### src/rtl/babbage_poly_engine.sv
// -----------------------------------------------------------------------------
// babbage_poly_engine
//   Evaluates a degree-DEGREE polynomial at point n using the method of finite
//   differences, as Babbage's Difference Engine does. The result is then
//   converted to BCD by double-dabble.
//
//   Ports:
//     clk        - single clock, rising edge
//     reset      - asynchronous active-high reset
//     start      - compute request, sampled only in IDLE
//     n_in       - evaluation point n, latched on accepted start
//     init_diff  - f(0), df(0), ..., d^DEGREE f(0), latched on accepted start
//     busy       - high in every state except IDLE
//     done       - one-cycle pulse while the result is presented (DONE state)
//     result     - binary f(n) mod 2^OUTPUT_WIDTH, held until the next done
//     bcd_out    - BCD digits of result (index 0 = units), held until next done
//     ovf        - sticky overflow of any difference addition
//                  (present only with BABBAGE_OVF_DETECT_EN defined)
//
//   Optional feature macro: BABBAGE_OVF_DETECT_EN
// -----------------------------------------------------------------------------
module babbage_poly_engine #(
  parameter int DEGREE       = 3,
  parameter int OUTPUT_WIDTH = 14,
  parameter int INPUT_WIDTH  = 5,
  parameter int BCD_DIGITS   = 5
) (
  input  logic                                 clk,
  input  logic                                 reset,
  input  logic                                 start,
  input  logic [INPUT_WIDTH-1:0]               n_in,
  input  logic [DEGREE:0][OUTPUT_WIDTH-1:0]    init_diff,
  output logic                                 busy,
  output logic                                 done,
  output logic [OUTPUT_WIDTH-1:0]              result,
  output logic [BCD_DIGITS-1:0][3:0]           bcd_out
`ifdef BABBAGE_OVF_DETECT_EN
  ,
  output logic                                 ovf
`endif
);

  typedef enum logic [1:0] {
    S_IDLE,
    S_COMPUTE,
    S_BCD,
    S_DONE
  } state_t;

  localparam int BW = $clog2(OUTPUT_WIDTH + 1);

  // Sums carry one extra bit only when the overflow flag needs the carry-out.
`ifdef BABBAGE_OVF_DETECT_EN
  localparam int SUM_W = OUTPUT_WIDTH + 1;
`else
  localparam int SUM_W = OUTPUT_WIDTH;
`endif

  state_t                            r_state;
  state_t                            w_state_next;

  logic [INPUT_WIDTH-1:0]            r_n;
  logic [INPUT_WIDTH-1:0]            r_cnt;
  logic [DEGREE:0][OUTPUT_WIDTH-1:0] r_d;
  logic [OUTPUT_WIDTH-1:0]           r_bin;
  logic [BCD_DIGITS-1:0][3:0]        r_bcd;
  logic [BW-1:0]                     r_bit_cnt;

  logic [SUM_W-1:0]                  w_sum [DEGREE];
  logic [BCD_DIGITS-1:0][3:0]        w_bcd_adj;
  logic [4*BCD_DIGITS:0]             w_bcd_shift;
  logic [BCD_DIGITS-1:0][3:0]        w_bcd_next;
  logic                              w_cnt_hit;
  logic                              w_bcd_last;

`ifdef BABBAGE_OVF_DETECT_EN
  logic                              r_ovf_acc;
  logic                              w_carry;
`endif

  assign w_cnt_hit  = (r_cnt == r_n);
  assign w_bcd_last = (r_bit_cnt == BW'(OUTPUT_WIDTH - 1));

  // Every difference register adds only its own neighbour's old value, so the
  // update path stays a single adder regardless of DEGREE.
  always_comb begin
    for (int unsigned k = 0; k < DEGREE; k++) begin
      w_sum[k] = SUM_W'(r_d[k]) + SUM_W'(r_d[k+1]);
    end
  end

`ifdef BABBAGE_OVF_DETECT_EN
  always_comb begin
    w_carry = 1'b0;
    for (int unsigned k = 0; k < DEGREE; k++) begin
      w_carry = w_carry | w_sum[k][OUTPUT_WIDTH];
    end
  end
`endif

  // Double-dabble step: add 3 to digits above 4, then shift in the binary MSB.
  // Digits shifted past the top digit are dropped (truncated upper digits).
  always_comb begin
    w_bcd_adj = r_bcd;
    for (int unsigned d = 0; d < BCD_DIGITS; d++) begin
      if (r_bcd[d] > 4'd4) begin
        w_bcd_adj[d] = r_bcd[d] + 4'd3;
      end
    end
    w_bcd_shift = {w_bcd_adj, r_bin[OUTPUT_WIDTH-1]};
    w_bcd_next  = w_bcd_shift[4*BCD_DIGITS-1:0];
  end

  // FSM: state register
  always_ff @(posedge clk or posedge reset) begin
    if (reset) begin
      r_state <= S_IDLE;
    end else begin
      r_state <= w_state_next;
    end
  end

  // FSM: next state and Moore outputs
  always_comb begin
    w_state_next = r_state;
    busy         = 1'b1;
    done         = 1'b0;
    case (r_state)
      S_IDLE: begin
        busy = 1'b0;
        if (start) begin
          w_state_next = S_COMPUTE;
        end
      end
      S_COMPUTE: begin
        if (w_cnt_hit) begin
          w_state_next = S_BCD;
        end
      end
      S_BCD: begin
        if (w_bcd_last) begin
          w_state_next = S_DONE;
        end
      end
      S_DONE: begin
        done         = 1'b1;
        w_state_next = S_IDLE;
      end
      default: begin
        w_state_next = S_IDLE;
      end
    endcase
  end

  // Datapath
  always_ff @(posedge clk or posedge reset) begin
    if (reset) begin
      r_n       <= '0;
      r_cnt     <= '0;
      r_d       <= '0;
      r_bin     <= '0;
      r_bcd     <= '0;
      r_bit_cnt <= '0;
      result    <= '0;
      bcd_out   <= '0;
`ifdef BABBAGE_OVF_DETECT_EN
      r_ovf_acc <= 1'b0;
      ovf       <= 1'b0;
`endif
    end else begin
      case (r_state)
        S_IDLE: begin
          if (start) begin
            r_n   <= n_in;
            r_d   <= init_diff;
            r_cnt <= '0;
`ifdef BABBAGE_OVF_DETECT_EN
            r_ovf_acc <= 1'b0;
            ovf       <= 1'b0;
`endif
          end
        end
        S_COMPUTE: begin
          if (w_cnt_hit) begin
            r_bin     <= r_d[0];
            r_bcd     <= '0;
            r_bit_cnt <= '0;
          end else begin
            for (int unsigned k = 0; k < DEGREE; k++) begin
              r_d[k] <= w_sum[k][OUTPUT_WIDTH-1:0];
            end
            r_cnt <= r_cnt + INPUT_WIDTH'(1);
`ifdef BABBAGE_OVF_DETECT_EN
            r_ovf_acc <= r_ovf_acc | w_carry;
`endif
          end
        end
        S_BCD: begin
          r_bcd     <= w_bcd_next;
          r_bin     <= {r_bin[OUTPUT_WIDTH-2:0], 1'b0};
          r_bit_cnt <= r_bit_cnt + BW'(1);
          if (w_bcd_last) begin
            // d[0] is untouched during BCD, so it still holds f(n).
            result  <= r_d[0];
            bcd_out <= w_bcd_next;
`ifdef BABBAGE_OVF_DETECT_EN
            ovf     <= r_ovf_acc;
`endif
          end
        end
        default: begin
        end
      endcase
    end
  end

endmodule

### config.mk
export PLATFORM = sky130hd
export DESIGN_NAME = babbage_poly_engine
export DESIGN_NICKNAME = d
export VERILOG_FILES = /design/src/rtl/babbage_poly_engine.sv
export SDC_FILE = /design/constraint.sdc
export NUM_CORES = 1
export LEC_CHECK = 0
export CAP_MARGIN = 10
export CORE_MARGIN = 2
export CORE_UTILIZATION = 25
export DETAILED_ROUTE_END_ITERATION = 10
export SLEW_MARGIN = 20
export SYNTH_ARGS = -nofsm -noshare
export SYNTH_HDL_FRONTEND = slang
export SYNTH_SLANG_ARGS = --single-unit
### constraint.sdc
create_clock -name clk -period 9.84 [get_ports clk]
set_input_delay 0.984 -clock clk [delete_from_list [all_inputs] [get_ports clk]]
set_output_delay 0.984 -clock clk [all_outputs]
set_load 0.005 [all_outputs]
==> results.py, run 1 <==
metrics = {
    "final_layout": {
        "filler_cell_count": 3259,
        "stdcell_count": 1332,
        "layout_common_cells": "140 x sky130_fd_sc_hd__dfrtp_1, 99 x sky130_fd_sc_hd__clkdlybuf4s50_1, 81 x sky130_fd_sc_hd__nand2_1, 71 x sky130_fd_sc_hd__o21ai_0, 64 x sky130_fd_sc_hd__a21oi_1",
        "nNetsFinal": 1036,
        "count_of_antenna_diodes_in_the_layout": 0,
        "layout.core_utilization_pct": 31.8,
        "layout.cells.most_common": "sky130_fd_sc_hd__dfrtp_1",
        "post_route_cells_drive_above_1_share_pct": 10.2,
        "fin_area_sq_um": 10000,
        "areaGrowthSynthToFinish_pct": 25.0,
    },
    "pwr": {
        "ir_drop_mv": 0.165,
        "p_sw_share_pct": 44.6,
        "clockPowerShare_pct": 18.2,
        "power_leakage_nw": 4.26,
        "totalPowerFinal_mw": 3.59,
        "power-per-cell-area_nw_per_um2": 358,
        "combinationalPowerShare_pct": 55.1,
        "internal_power_contribution_mw": 1.99,
        "seq_power_share_pct": 26.7,
        "power.switching_mw": 1.60,
    },
    "min_path": {
        "worst_hold_path_type": "reg -> reg",
    },
    "drt": {
        "detail_route.first_pass.iterations": 4,
        "drtIter0Drc": 368,
        "route.detailed.vias_per_inst": 4.79,
        "wl_per_cell_um": 15.1,
        "drt_wl_total_um": 20100,
        "num_vias": 6376,
        "ant_nets": 0,
        "detail_route.drc_violations": 0,
    },
    "grt": {
        "first_global_vias": 6148,
        "gr-usage-all-layers_pct": 12.3,
        "antenna_found_initial": 0,
        "grt_max_degree": 91,
        "groute.layer.met3.usage_pct": 2.26,
        "grt-busiest-layer": "met2",
        "met1_usage_pct": 16.2,
        "grt_met2_usage_pct": 20.2,
        "grt_pass1_wl_um": 32400,
        "grt.overflow.total": 0,
    },
    "floorplan": {
        "starting_density_of_the_core_pct": 25.4,
        "num_io_pins": 100,
        "floorplan.die_area_sq_um": 33500,
        "floorplan.rows": 65,
        "placeableCoreArea_sq_um": 31600,
        "die_h_um": 183,
        "fp.dieW_um": 183,
    },
    "critical_path": {
        "cp_data_required_time_ns": 10.11,
        "worst_ep_arrival_time_ns": 3.58,
        "rrSetupSlack_ns": 6.53,
        "critPathLaunchType": "flop",
        "worst_setup_ep": "r_d[34]$_DFFE_PP0P_",
        "path_max_fanout": 57,
        "worst_setup_end_kind": "flop",
        "worst-setup-path-type": "reg -> reg",
        "r2r.worst_path.cells": 8,
        "worstReg2RegEnd": "r_d[34]$_DFFE_PP0P_",
        "cp_startpoint": "r_state[1]$_DFFE_PP0P_",
        "timing.rr.start": "r_state[1]$_DFFE_PP0P_",
    },
    "synth": {
        "postSynthNetCount": 947,
        "sequential_to_total_area_share_from_yosys_stat_pct": 43.7,
        "post_synth_num_cell_types": 55,
        "synth-seq-cells": 140,
        "share_of_synthesized_flip_flops_with_an_asynchronous_set_or_reset_pct": 100,
        "netlist_instances": 828,
        "synth.yosys.warnings": 0,
        "synthFlopType": "sky130_fd_sc_hd__dfrtp_1",
        "syn-cell-area_sq_um": 8020,
        "synth-edff-count": 0,
        "synth_area_per_cell_sq_um": 9.69,
    },
    "clock_network": {
        "postCtsSetupRepairBufs": 0,
        "clock_path_buffers": 2,
        "clock_transition_at_the_registers_of_the_reported_paths_ns": 0.07,
        "cts_made_buffers": 17,
        "cts-hold-fix-buffers": 0,
        "worst_skew_pair_later_pin_latency_ns": 0.44,
        "htree_levels": 4,
        "cts_tree": "done",
        "cts.sinks": 140,
        "ctsResizeCount": 0,
        "clk_root_buffer_cell": "sky130_fd_sc_hd__clkbuf_16",
    },
    "sta": {
        "clock.fmax_mhz": 302,
        "total_negative_slack_ns": 0,
        "timing.final.crit_share_pct": 33.6,
        "slew-limit-headroom_pct": 39.3,
        "report.final.slew_viol_count": 0,
        "final-setup-viol-count": 0,
        "hold_viol_final": 0,
        "grt_setup_unrepaired": "false",
        "post-route-min-period_ns": 3.31,
        "clock_skew_ns": 0.0128,
        "timing_worst_slew_pin_value_ns": 0.908,
    },
    "flow_run": {
        "max_cap_violations": 0,
    },
    "placement": {
        "dpl_cell_area_sq_um": 9430,
        "i_o_buffers": 99,
        "placed_cells_incl_taps": 1299,
        "gp_congestion": 0.841,
        "dpl.hpwl_um": 14600,
    },
    "run_status": {
        "outcome": "complete, no violations",
    },
}
per-layer routing:
layer | part of all wire (%) | up-vias
met2 | 47 | 146
met4 | 1.7 | 0
met5 | 0 | -
li1 | - | 3145
met3 | 4.0 | 25
met1 | 47 | 3060
cells by family (layout without fill, tap and decap cells):
logic type                 Yosys count  count (layout)  share of synthesized area [%]
xor gates and xnor gates            37              37                           4.04
AOI/OAI and AO/OA                  239             239                           18.2
buffers and inverters               71             173                           3.54
adders and majority gates           55              55                           8.86
muxes                               70              70                           9.36
and+or+nand+nor                    216             216                           12.3
DFF                                140             140                           43.7
how the worst min path moves through the flow:
stage	startpoint	end	slack [ns]	cells past startpoint
after floorplan	r_bin[0]$_DFFE_PP0P_	r_bin[0]$_DFFE_PP0P_	0.45	2
after global placement	bcd_out[10]$_DFFE_PP0P_	bcd_out[10]$_DFFE_PP0P_	0.46	2
after detailed placement	bcd_out[10]$_DFFE_PP0P_	bcd_out[10]$_DFFE_PP0P_	0.47	2
after CTS	r_bin[12]$_DFFE_PP0P_	r_bin[12]$_DFFE_PP0P_	0.48	2
after global routing	r_bin[12]$_DFFE_PP0P_	r_bin[12]$_DFFE_PP0P_	0.51	2
final	r_bin[12]$_DFFE_PP0P_	r_bin[12]$_DFFE_PP0P_	0.48	2
area by class of cell:
class                      count  area (sq um)  area share [%]
clock buffer                  18           439            4.38
tap                          402           503            5.01
timing repair buffer         107          1050            10.5
multi-input combinational    617          4250            42.4
inverter                      34           133            1.32
sequential                   140          3500            34.9
clock inverter                14           146            1.46
worst max-delay path, stage by stage (launching register included):
cell and delay (ns):
sky130_fd_sc_hd__dfrtp_1 0.41, sky130_fd_sc_hd__inv_1 0.12, sky130_fd_sc_hd__ha_2 0.17, sky130_fd_sc_hd__buf_4 0.55, sky130_fd_sc_hd__o21ai_1 0.11, sky130_fd_sc_hd__buf_4 0.22
sky130_fd_sc_hd__nand2b_1 0.54, sky130_fd_sc_hd__nor2_1 0.82, sky130_fd_sc_hd__a211oi_1 0.18
registers in the layout, indices dropped and copies added (netlist names):
signal	flops
r_bin	14
r_bcd	20
bcd_out	20
r_d	56
r_n	5
r_state	2
r_bit_cnt	4
result	14
r_cnt	5
cells in the mapped netlist (all sizes together) (16+ instances only):
library cell  number  area, sq um
mux2i             30          300
a21oi             66          338
xnor2             16          140
nand2             81          304
ha                52          651
inv               34          128
clkbuf            24         90.1
nor2              56          210
a211oi            17          128
xor2              21          184
o21ai             86          438
nor3              26          130
dfrtp            140         3500
mux2              40          450
power by group through the flow:
stage                     clock network, mW  registers, mW  logic [mW]
after detailed placement                  0          0.972        1.98
after global placement                    0          0.963        1.93
after CTS                             0.668          0.960        1.99
after floorplan                           0          0.899        1.62
final                                 0.653          0.959        1.98
after global routing                  0.693          0.990        2.23
through the flow:
stage	hold WS, ns	worst slack [ns]
after floorplan	0.450	5.10
after global placement	0.462	6.25
after detailed placement	0.469	6.18
after CTS	0.485	6.44
after global routing	0.506	6.12
final	0.476	6.53
(Power assumes the default switching activity.)
==> inputs of run 2 (changes only) <==
==> constraint.sdc (replaced) <==
create_clock -name clk -period 2.8 [get_ports clk]
set_input_delay 0.28 -clock clk [delete_from_list [all_inputs] [get_ports clk]]
set_output_delay 0.28 -clock clk [all_outputs]
set_load 0.005 [all_outputs]
==> results.py, run 2 (synthesis gave the netlist of run 1 again) <==
metrics = {
    "floorplan": {
        "die_h_um": 183,
        "starting_density_of_the_core_pct": 25.4,
        "num_io_pins": 100,
        "fp.dieW_um": 183,
        "floorplan.rows": 65,
        "placeableCoreArea_sq_um": 31600,
        "floorplan.die_area_sq_um": 33500,
    },
    "final_layout": {
        "count_of_antenna_diodes_in_the_layout": 0,
        "areaGrowthSynthToFinish_pct": 26.3,
        "multi_input_comb_area_sq_um": 4250,
        "layout.cells.most_common": "sky130_fd_sc_hd__dfrtp_1",
        "layout_common_cells": "140 x sky130_fd_sc_hd__dfrtp_1, 99 x sky130_fd_sc_hd__clkdlybuf4s50_1, 81 x sky130_fd_sc_hd__nand2_1, 71 x sky130_fd_sc_hd__o21ai_0, 64 x sky130_fd_sc_hd__a21oi_1",
        "stdcell_count": 1341,
        "layout.core_utilization_pct": 32.1,
        "registers.top_by_ff_count": "r_d",
        "sequential_cell_area_sq_um": 3500,
        "post_route_cells_drive_above_1_share_pct": 11.1,
        "nNetsFinal": 1045,
        "filler_cell_count": 3238,
        "fin_area_sq_um": 10100,
        "largest_register_ffs": 56,
        "biggestRegsByFlops": "r_d (56), bcd_out (20), r_bcd (20)",
    },
    "sta": {
        "grt_setup_unrepaired": "false",
        "clock_skew_ns": 0.0131,
        "post-route-min-period_ns": 2.54,
        "clock.fmax_mhz": 394,
        "timing_worst_slew_pin_value_ns": 0.944,
        "finalWorstSetupSlack_ns": 0.262,
        "total_negative_slack_ns": 0,
        "slew-limit-headroom_pct": 36.9,
        "timing.final.crit_share_pct": 90.6,
        "hold_viol_final": 0,
        "report.final.slew_viol_count": 0,
        "final-setup-viol-count": 0,
    },
    "clock_network": {
        "cts.sinks": 140,
        "ctsResizeCount": 0,
        "postCtsSetupRepairBufs": 0,
        "clk_root_buffer_cell": "sky130_fd_sc_hd__clkbuf_16",
        "cts_made_buffers": 17,
        "clock_path_buffers": 2,
        "htree_levels": 4,
        "cts_tree": "done",
        "cts-hold-fix-buffers": 0,
        "worst_skew_pair_later_pin_latency_ns": 0.44,
        "clock_transition_at_the_registers_of_the_reported_paths_ns": 0.07,
    },
    "grt": {
        "first_global_vias": 6063,
        "antenna_found_initial": 0,
        "gr-usage-all-layers_pct": 12.2,
        "grt.overflow.total": 0,
        "grt_max_degree": 55,
        "grt_pass1_wl_um": 32100,
    },
    "drt": {
        "drtIter0Drc": 266,
        "wl_per_cell_um": 14.7,
        "detail_route.first_pass.iterations": 5,
        "detail_route.drc_violations": 0,
        "route.detailed.vias_per_inst": 4.73,
        "ant_nets": 0,
        "drt_wl_total_um": 19700,
        "num_vias": 6341,
    },
    "min_path": {
        "worst_hold_path_type": "in -> async",
    },
    "placement": {
        "gp_congestion": 0.835,
        "placed_cells_incl_taps": 1309,
        "dpl.hpwl_um": 14800,
        "dpl_cell_area_sq_um": 9540,
        "i_o_buffers": 99,
        "place_worst_setup_slack_ns": 0.233,
    },
    "critical_path": {
        "worst_setup_end_kind": "flop",
        "critPathLaunchType": "flop",
        "cp_data_required_time_ns": 3.12,
        "path_max_fanout": 3,
        "critical-path-slowest-cell": "sky130_fd_sc_hd__o41ai_1",
        "critical_path.cell_chain": "ha_1 > inv_1 > fa_1 > nor2b_1 > o21ai_2 > a21oi_1 > nor4_2 > o41ai_1 > o211ai_1 > a32o_1",
        "worst_ep_arrival_time_ns": 2.86,
        "critical_path.max_stage_delay_ns": 0.43,
        "worst-setup-path-type": "reg -> reg",
    },
    "pwr": {
        "ir_drop_mv": 0.545,
        "power_leakage_nw": 4.30,
        "power-per-cell-area_nw_per_um2": 1250,
    },
    "flow_run": {
        "max_cap_violations": 0,
    },
    "run_status": {
        "outcome": "complete, no violations",
    },
}
-- run 2: changes by cell type in the layout (fill, tap and decap cells not counted), moves of 3 or more --
cell | previous run | this run
sky130_fd_sc_hd__clkinv_8 | 0 | 3
sky130_fd_sc_hd__inv_8 | 3 | 7
sky130_fd_sc_hd__inv_6 | 8 | 2
sky130_fd_sc_hd__buf_12 | 0 | 3
sky130_fd_sc_hd__clkinvlp_4 | 1 | 4
sky130_fd_sc_hd__buf_4 | 7 | 14
-- run 2: layout make-up --
class                      count  share of cell area (%)
sequential                   140                    34.6
tap                          402                    4.96
clock inverter                15                    1.65
timing repair buffer         116                    11.4
multi-input combinational    617                    41.9
clock buffer                  17                    4.20
inverter                      34                    1.30
-- run 2: path summary, 6_finish.rpt --
path,from,to,slack (ns),depth (start not counted)
min in group clk,init_diff[41],r_d[41]$_DFFE_PP0P_,0.45,3
max,r_d[14]$_DFFE_PP0P_,r_d[26]$_DFFE_PP0P_,0.26,10
max reg2reg,r_d[14]$_DFFE_PP0P_,r_d[26]$_DFFE_PP0P_,0.26,10
min,reset,result[3]$_DFFE_PP0P_,0.12,2
max in group asynchronous,reset,r_bcd[1]$_DFFE_PP0P_,1.97,3
min reg2reg,bcd_out[10]$_DFFE_PP0P_,bcd_out[10]$_DFFE_PP0P_,0.48,2
-- run 2: worst max-delay path: cells and delay by family, from the launching register on --
kind	cells	cell delay, ns
AO/OA/AOI/OAI	5	1.12
flip-flops	1	0.38
adder cells (fa/ha/maj)	2	0.58
AND/OR/NAND/NOR	2	0.28
buffers and inverters	1	0.06
-- run 2: stage by stage --
step	total power [mW]	hold WS, ns
3_3_place_gp	10.3	0.461
3_5_place_dp	10.5	0.470
4_1_cts	12.8	0.136
6_report	12.7	0.122
5_1_grt	13.9	0.134
2_1_floorplan	8.84	0.431
-- run 2: per-layer routing --
metal  track usage (%)  wire (um)  vias up
met5                 0          0        -
met4              3.20        223        0
met2              19.2       8920      127
met3              2.66        749       16
li1                  -          -     3180
met1              16.8       9810     3018
-- run 2: where the power goes --
part	total, mW	internal (mW)	switching [mW]	leakage, nW
Sequential	3.37	2.72	0.644	1.78
Clock	2.26	1.20	1.06	0.282
Combinational	7.08	3.10	3.98	2.24
==> inputs of run 3 (changes only) <==
--- a/config.mk
+++ b/config.mk
@@ -7,9 +7,11 @@
 export LEC_CHECK = 0
 export CAP_MARGIN = 10
 export CORE_MARGIN = 2
-export CORE_UTILIZATION = 25
+export CORE_UTILIZATION = 51
 export DETAILED_ROUTE_END_ITERATION = 10
+export PLACE_DENSITY = 0.77
 export SLEW_MARGIN = 20
 export SYNTH_ARGS = -nofsm -noshare
 export SYNTH_HDL_FRONTEND = slang
 export SYNTH_SLANG_ARGS = --single-unit
+export TNS_END_PERCENT = 1
==> results.py, run 3 (synthesis gave the netlist of run 1 again) <==
metrics = {
    "run_status": {
        "outcome": "complete, no violations",
    },
    "drt": {
        "detail_route.drc_violations": 0,
        "route.detailed.vias_per_inst": 5.60,
        "drt_wl_total_um": 17400,
        "drtIter0Drc": 320,
        "ant_nets": 0,
        "detail_route.first_pass.iterations": 6,
        "wl_per_cell_um": 15.2,
        "num_vias": 6407,
    },
    "critical_path": {
        "critical_path_buffers_and_inverters": 1,
        "cp_data_required_time_ns": 3.11,
        "worst-setup-path-type": "reg -> reg",
        "critical_path.max_stage_delay_ns": 0.45,
        "critical_path.cell_chain": "ha_1 > inv_1 > fa_1 > nor2b_1 > o21ai_2 > a21oi_1 > nor4_2 > o41ai_1 > o211ai_1 > a32o_1",
        "critPathLaunchType": "flop",
        "cp_startpoint": "r_d[14]$_DFFE_PP0P_",
        "timing.critical_path.max_delay_family": "compound AO/OA/AOI/OAI gates",
        "critical-path-slowest-cell": "sky130_fd_sc_hd__o41ai_1",
        "timing.rr.start": "r_d[14]$_DFFE_PP0P_",
        "worst_ep_arrival_time_ns": 2.94,
        "path_max_fanout": 3,
        "worst_setup_end_kind": "flop",
    },
    "grt": {
        "grt_pass1_wl_um": 29000,
        "first_global_vias": 6148,
        "gr-usage-all-layers_pct": 22.0,
        "antenna_found_initial": 0,
        "grt_max_degree": 141,
        "grt.overflow.total": 0,
    },
    "placement": {
        "gp_congestion": 0.918,
        "dpl.hpwl_um": 12400,
        "i_o_buffers": 99,
    },
    "final_layout": {
        "biggestRegsByFlops": "r_d (56), bcd_out (20), r_bcd (20)",
        "areaGrowthSynthToFinish_pct": 22.7,
        "largest_register_ffs": 56,
        "nNetsFinal": 1040,
        "registers.top_by_ff_count": "r_d",
        "layout.cells.most_common": "sky130_fd_sc_hd__dfrtp_1",
        "post_route_cells_drive_above_1_share_pct": 10.2,
        "count_of_antenna_diodes_in_the_layout": 0,
        "layout_common_cells": "140 x sky130_fd_sc_hd__dfrtp_1, 99 x sky130_fd_sc_hd__clkdlybuf4s50_1, 81 x sky130_fd_sc_hd__nand2_1, 71 x sky130_fd_sc_hd__o21ai_0, 64 x sky130_fd_sc_hd__a21oi_1",
    },
    "clock_network": {
        "cts_made_buffers": 17,
        "ctsResizeCount": 0,
        "worst_skew_pair_later_pin_latency_ns": 0.43,
        "htree_levels": 4,
        "clock_path_buffers": 2,
        "clk_root_buffer_cell": "sky130_fd_sc_hd__clkbuf_16",
        "clock_transition_at_the_registers_of_the_reported_paths_ns": 0.06,
        "cts.sinks": 140,
        "postCtsSetupRepairBufs": 0,
        "cts-hold-fix-buffers": 0,
        "cts_tree": "done",
    },
    "sta": {
        "final-setup-viol-count": 0,
        "report.final.slew_viol_count": 0,
        "grt_setup_unrepaired": "false",
        "total_negative_slack_ns": 0,
        "slew-limit-headroom_pct": 43.2,
        "clock.fmax_mhz": 381,
        "hold_viol_final": 0,
        "clock_skew_ns": 0.00782,
        "timing_worst_slew_pin_value_ns": 0.850,
        "post-route-min-period_ns": 2.63,
        "timing.final.crit_share_pct": 93.8,
    },
    "floorplan": {
        "placeableCoreArea_sq_um": 15300,
        "floorplan.die_area_sq_um": 16800,
        "fp.dieW_um": 129,
        "die_h_um": 129,
        "floorplan.rows": 45,
        "starting_density_of_the_core_pct": 52.4,
        "num_io_pins": 100,
    },
    "pwr": {
        "ir_drop_mv": 0.730,
        "totalPowerFinal_mw": 12.6,
        "power-per-cell-area_nw_per_um2": 1280,
        "power_leakage_nw": 4.27,
    },
    "min_path": {
        "worst_hold_path_type": "in -> async",
    },
    "flow_run": {
        "max_cap_violations": 0,
    },
}
[run 3: changes by cell type in the layout (fill, tap and decap cells not counted), sizes merged]
cell,change
inv,-9
buf,-5
clkbuf,+4
bufinv,+2
clkinv,+2
[run 3: worst paths after layout]
kind                                                to  slack (ns)  depth (start not counted)
worst max-delay path               r_d[26]$_DFFE_PP0P_        0.17                         10
worst min-delay path             result[3]$_DFFE_PP0P_        0.35                          3
worst max register to register     r_d[26]$_DFFE_PP0P_        0.17                         10
worst min register to register  bcd_out[2]$_DFFE_PP0P_        0.47                          2
max in group asynchronous          r_d[51]$_DFFE_PP0P_        1.78                          3
min in group clk                   r_d[27]$_DFFE_PP0P_        0.46                          3
[run 3: layout make-up]
cell class	instances	area (sq um)
clock inverters	10	119
fillers	1267	5470
well taps	211	264
inverters	34	131
repair buffers	111	1120
clock buffers	21	450
multi-input cells	617	4260
flip-flops and latches	140	3500
[run 3: stage by stage]
step	util (%)	setup WS, ns	area [sq um]	instances	hold slack, ns
floorplan	-	0.493	8030	828	0.431
global placement	60.5	0.272	9270	1113	0.460
detailed placement	60.5	0.194	9270	1113	0.469
CTS	64.2	0.178	9840	1144	0.449
global route	64.3	0.0568	9840	1144	0.451
finish	64.3	0.173	9840	1144	0.353
[run 3: routing by layer]
layer | share of wire, % | GRT usage, % | vias up
li1 | - | - | 3177
met1 | 44 | 28.0 | 3052
met2 | 50 | 37.4 | 153
met3 | 4.0 | 5.00 | 25
met4 | 1.9 | 7.15 | 0
met5 | 0 | 0 | -
[run 3: power by group]
part | total, mW | switching [mW] | internal (mW) | leakage (nW)
Sequential | 3.36 | 0.628 | 2.73 | 1.78
Clock | 2.18 | 0.848 | 1.33 | 0.269
Combinational | 7.07 | 3.99 | 3.08 | 2.22
[run 3: worst min-delay path: stages]
cell	delay [ns]
sky130_fd_sc_hd__clkdlybuf4s50_1	0.44
sky130_fd_sc_hd__clkinvlp_4	0.09
sky130_fd_sc_hd__buf_12	0.46
